`src/rtl/serial_word_adder.sv`:
```
// Bit-serial LSB-first add/subtract unit with a per-word overflow/borrow flag and a bit-position output.
// Optional build macro SERIAL_ADDER_SIGNED_EN: the word flag reports two's-complement signed overflow instead.
module serial_word_adder #(
    parameter int WORD_LEN = 4,
    localparam int IDX_W = (WORD_LEN <= 2) ? 1 : $clog2(WORD_LEN)
) (
    input  logic             clock,
    input  logic             reset,
    input  logic             en,
    input  logic             mode,
    input  logic             line1,
    input  logic             line2,
    output logic             outp,
    output logic             overflw,
    output logic             word_end,
    output logic [IDX_W-1:0] bit_idx
);

    typedef enum logic [1:0] {FIRST, MID, LAST} state_t;

    localparam logic [IDX_W-1:0] PENULT_IDX = IDX_W'(WORD_LEN - 2);

    state_t           state_reg, state_next;
    logic [IDX_W-1:0] cnt_reg, cnt_next;
    logic             carry_reg, carry_next;
    logic             mode_q_reg, mode_q_next;
    logic             outp_reg, outp_next;
    logic             overflw_reg, overflw_next;
    logic             word_end_reg, word_end_next;
    logic [IDX_W-1:0] bit_idx_reg, bit_idx_next;

    logic m, b, c_in, sum, c_out;

    // Bit 0 takes the live mode; subtraction is A + ~B + 1, so the inverted
    // operand and the initial carry-in both come from the mode bit.
    always_comb begin
        m     = (state_reg == FIRST) ? mode : mode_q_reg;
        b     = line2 ^ m;
        c_in  = (state_reg == FIRST) ? m : carry_reg;
        sum   = line1 ^ b ^ c_in;
        c_out = (line1 & b) | (line1 & c_in) | (b & c_in);
    end

    always_comb begin
        state_next    = state_reg;
        cnt_next      = cnt_reg;
        carry_next    = carry_reg;
        mode_q_next   = mode_q_reg;
        outp_next     = outp_reg;
        overflw_next  = overflw_reg;
        word_end_next = word_end_reg;
        bit_idx_next  = bit_idx_reg;
        if (en) begin
            outp_next     = sum;
            carry_next    = c_out;
            bit_idx_next  = cnt_reg;
            overflw_next  = 1'b0;
            word_end_next = 1'b0;
            case (state_reg)
                FIRST: begin
                    mode_q_next = mode;
                    cnt_next    = cnt_reg + 1'b1;
                    state_next  = (WORD_LEN == 2) ? LAST : MID;
                end
                MID: begin
                    cnt_next   = cnt_reg + 1'b1;
                    state_next = (cnt_reg < PENULT_IDX) ? MID : LAST;
                end
                LAST: begin
                    cnt_next      = '0;
                    state_next    = FIRST;
                    word_end_next = 1'b1;
`ifdef SERIAL_ADDER_SIGNED_EN
                    overflw_next  = c_in ^ c_out;
`else
                    overflw_next  = m ? ~c_out : c_out;
`endif
                end
                default: begin
                    cnt_next   = '0;
                    state_next = FIRST;
                end
            endcase
        end
    end

    always_ff @(posedge clock) begin
        if (reset) begin
            state_reg    <= FIRST;
            cnt_reg      <= '0;
            carry_reg    <= 1'b0;
            mode_q_reg   <= 1'b0;
            outp_reg     <= 1'b0;
            overflw_reg  <= 1'b0;
            word_end_reg <= 1'b0;
            bit_idx_reg  <= '0;
        end else begin
            state_reg    <= state_next;
            cnt_reg      <= cnt_next;
            carry_reg    <= carry_next;
            mode_q_reg   <= mode_q_next;
            outp_reg     <= outp_next;
            overflw_reg  <= overflw_next;
            word_end_reg <= word_end_next;
            bit_idx_reg  <= bit_idx_next;
        end
    end

    assign outp     = outp_reg;
    assign overflw  = overflw_reg;
    assign word_end = word_end_reg;
    assign bit_idx  = bit_idx_reg;

endmodule
```
`config.mk`:
```
export PLATFORM = sky130hd
export DESIGN_NAME = serial_word_adder
export DESIGN_NICKNAME = d
export VERILOG_FILES = /design/src/rtl/serial_word_adder.sv
export SDC_FILE = /design/constraint.sdc
export NUM_CORES = 1
export LEC_CHECK = 0
export BUFFER_PORTS_ARGS = -buffer_cell sky130_fd_sc_hd__buf_2
export CAP_MARGIN = 40
export CORE_AREA = 2 2 39 41
export CTS_BUF_LIST = sky130_fd_sc_hd__clkbuf_4 sky130_fd_sc_hd__clkbuf_8
export DETAILED_ROUTE_END_ITERATION = 16
export DIE_AREA = 0 0 41 43
export GPL_TIMING_DRIVEN = 0
export PLACE_DENSITY = 0.67
export SYNTH_ARGS = -nofsm -noshare
export SYNTH_HDL_FRONTEND = slang
export SYNTH_SLANG_ARGS = --single-unit
export TNS_END_PERCENT = 30
```
`constraint.sdc`:
```
create_clock -name clock -period 2.26 [get_ports clock]
set_input_delay 0.113 -clock clock [delete_from_list [all_inputs] [get_ports clock]]
set_output_delay 0.113 -clock clock [all_outputs]
set_load 0.005 [all_outputs]
```
* Word level (Yosys, flattened, before mapping)
Cells that the tools add are included. W data, S select, Z words.
Cells by class: reductions and logical operators 2, muxes and demuxes 8, bitwise logic cells 9, equal/unequal tests 2, add/subtract/negate cells 1, order comparisons 1
Operator list (number):
- $mux W1 | 5
- $mux W2 | 2
- $pmux W2 S2 | 1
- $and A1 B1 Y1 | 3
- $xor A1 B1 Y1 | 3
- $add A2 B1 Y2 const B | 1
- $eq A2 B1 Y1 const B | 1
- $eq A2 B2 Y1 const B | 1
- $logic_not A2 Y1 | 1
- $lt A2 B2 Y1 const B | 1
- $or A1 B1 Y1 | 2
- $reduce_or A2 Y1 | 1
- $not A1 Y1 | 1
Word-level totals: output and inout bits 5, input bits 6, flip-flop bits (word level) 11

* Longest topological paths before layout
depth in word-level cells 9, gate-level depth with buffers 7, mapped depth without buffers 7

* Worst setup path after synthesis
OpenSTA, ideal clock, no wires.
kind register to register, from register state_reg[1], to register overflw_reg (netlist: overflw), cell stages (with the launch flop) 8, required time 2.189 ns, data arrival time 1.596 ns, path slack 0.593 ns, library setup time 0.071 ns, buffers on the path 0, period minus slack after synthesis 1.667 ns, path through dfxtp_1 or2_1 a21oi_2 xor2_1 fa_1 xnor2_1 nand3_1 a21oi_1
On the way: longest elaborated chain between the ends 9
Ends and longest elaborated chain:
- from (decl) | RTL line 23 | state_t state_reg, state_next;
- from (signal assigned) | RTL line 98 | state_reg <= state_next;
- $logic_not A2 Y1 | RTL line 37, 39
- $mux W1
- $xor A1 B1 Y1 / $mux W1 (equally long branches) | RTL line 38, 39
- $and A1 B1 Y1 | RTL line 41 | c_out = (line1 & b) | (line1 & c_in) | (b & c_in);
- $or A1 B1 Y1 (2 in a row) | RTL line 41
- $not A1 Y1 | RTL line 76 | overflw_next = m ? ~c_out : c_out;
- $mux W1 | RTL line 76
- $mux W1 (*) | RTL line 59 | case (state_reg)
- to (signal assigned) | RTL line 103 | overflw_reg <= overflw_next;
- to (decl) | RTL line 28 | logic overflw_reg, overflw_next;
Every way passes the cells marked *; elsewhere a longest branch is shown, timed or not. A chain may end at the register's enable or synchronous reset.

* Worst setup path in the final report
Ends and elaborated chain as after synthesis.

==> impl_metrics.toml <==
[setup_path]
crit_family = "adder cells"
path_max_fanout = 8
worstPathRequired_ns = 2.45
crit_arrival_ns = 2.04
critPathLaunch = "state_reg[1]"
cp-end-kind = "flip-flop"
worstPathCellList = "or2_1, a21oi_2, xor2_1, fa_1, xnor2_1, nand3_1, a21oi_1"
startpoint_type = "flip-flop"
worstSetupPathType = "flip-flop to flip-flop"
reg2reg_slack_ns = 0.41
timing.rr.start = "state_reg[1]"
slowest_stage = "fa_1"
cpPeakStageDelay_ns = 0.44
worst-path-buf-inv = 0

[grt]
grt_pass1_vias = 325
grt_pass1_wl_um = 1380
grt.busiest_layer = "met2"
met1_usage = 0.154
grt-ovfl-total = 0
grt_antenna_before_repair = 0
grt_use_met2 = 0.156
grt_max_degree = 11
use_met3 = 0.0942
grt.total_usage = 0.122

[floorplanning]
initial_utilization = 0.353
rows = 14
die_area_mm2 = 0.00176
core_area_mm2 = 0.00138
io_pins = 11
dieHeight_um = 43
dieWidth_um = 41

[logic_synthesis]
synth_top_area_frac = 0.451
synth_common_cells = "dfxtp_1, nor2_1, mux2i_1"
netlist_top_cells_area = "dfxtp_1, mux2i_1, nor2_1"
synth_cell_types = 20
yosysMostFrequentCell = "dfxtp_1"
syn_area_um2 = 488
synth_edf_count = 0
ys_ff_latch = 11
synth_nets = 58
syn_inst = 51
seq_area_frac_synth = 0.451
avgSynthCellArea_um2 = 9.57
yosysTopAreaCell = "dfxtp_1"
ys.warnings.count = 0
ys.flop_type = "dfxtp_1"
async_reset_ff_frac = 0

[clock_network]
numClockSinks = 11
clk_latency_ns = 0.27
post-cts-setup-buffers = 0
cts_hold_buffers = 0
cts-root-buf = "clkbuf_4"
cts_buffers = 3
clockBufferDepth = 2
clkSlewWorstSetupHoldPaths_ns = 0.07
h-tree-depth = 1
cts.repair.resized = 0
cts_tree = "built"

[final_layout]
area_growth_pct = 20.5
regArea_um2 = 220
drive_gt1_frac = 0.262
nets = 73
post-route-util = 0.425
final_area_um2 = 588
multiInputGateArea_um2 = 255
n_fill_cell = 143
antennaDiodeCount = 0

[sta]
final-setup-viol-count = 0
rsz0062_at_grt = "false"
fin_skew_ns = 0.00275
worst_pin_slew_ns = 0.428
fin_crit_sh = 0.818
slew_viol_final = 0
fmax_mhz = 541
final_hold_viol_count = 0
slew_headroom = 0.715
setup_tns_ns = 0
finalWorstSetupSlack_ns = 0.412
finalCriticalPeriod_ns = 1.85

[routing]
wl_per_cell_um = 11.1
first_pass_iters = 3
vias_per_cell = 4.70
drt_iter0_drc = 1
postRouteAntennaNets = 0
wl_um = 898
vias = 381
drcViolationCount = 0

[flow_run]
cap_viol_max_count = 0

[place]
post-place-ws_ns = 0.453
portBuffers = 10
hpwl_um = 652
routabilityCongestion = 0.685
dpl-instance-area_um2 = 558

[worst_hold_path]
hold_start = "reset"
hold_path.class = "input port to flip-flop"

[pwr]
peakVddDrop_uv = 550
p_leak_nw = 0.264
p_total_uw = 415
cellPowerDensity_mw_per_mm2 = 705

[status]
status = "complete, no violations"
-- final cells by class --
cell class                 count  share of cell area
buffer                         2              0.0149
clock buffer                   4              0.0511
inverter                       1             0.00638
multi-input combinational     37               0.434
sequential                    11               0.374
tap                           16              0.0340
timing repair buffer          10              0.0851
-- cells by family (layout without fill, tap and decap cells) --
| family | after synthesis | count (layout) | share of synthesized area |
|---|---|---|---|
| adders and majority gates | 1 | 1 | 0.0410 |
| AOI/OAI and AO/OA | 8 | 8 | 0.100 |
| DFF | 11 | 11 | 0.451 |
| xor gates and xnor gates | 2 | 2 | 0.0359 |
| and+or+nand+nor | 20 | 20 | 0.223 |
| buffers and inverters | 3 | 17 | 0.0256 |
| muxes | 6 | 6 | 0.123 |
-- power by group --
| group | leakage, nW | switching [mW] | internal [mW] |
|---|---|---|---|
| clock network | 0.0184 | 0.0640 | 0.0803 |
| logic | 0.156 | 0.0280 | 0.0284 |
| registers | 0.0902 | 0.00923 | 0.205 |
-- through the flow --
step	std cells	hold WS, ns
5_1_grt	81	0.00835
3_5_place_dp	77	0.300
2_1_floorplan	51	0.191
6_report	81	0.0194
4_1_cts	81	0.0117
3_3_place_gp	77	0.296
-- layout by cell type, fill, tap and decap left out --
cell type	count
a211oi_1	2
a21oi_1	5
a21oi_2	1
and3b_1	1
buf_2	11
clkbuf_1	1
clkbuf_4	4
dfxtp_1	11
fa_1	1
inv_1	1
mux2i_1	6
nand2b_1	2
nand3_1	2
nor2_1	9
nor2b_1	2
nor3_1	1
nor3b_1	1
nor3b_2	1
or2_1	1
xnor2_1	1
xor2_1	1
-- metal layers --
layer	up-vias	part of all wire
li1	203	-
met1	164	0.49
met2	12	0.41
met3	2	0.086
met4	0	0.017
met5	-	0
-- final timing paths --
path | cells after the start | endpoint
max | 7 | overflw
min reg2reg | 2 | outp
max reg2reg | 7 | overflw
min | 2 | outp
Power figures use the tool's default switching activity.
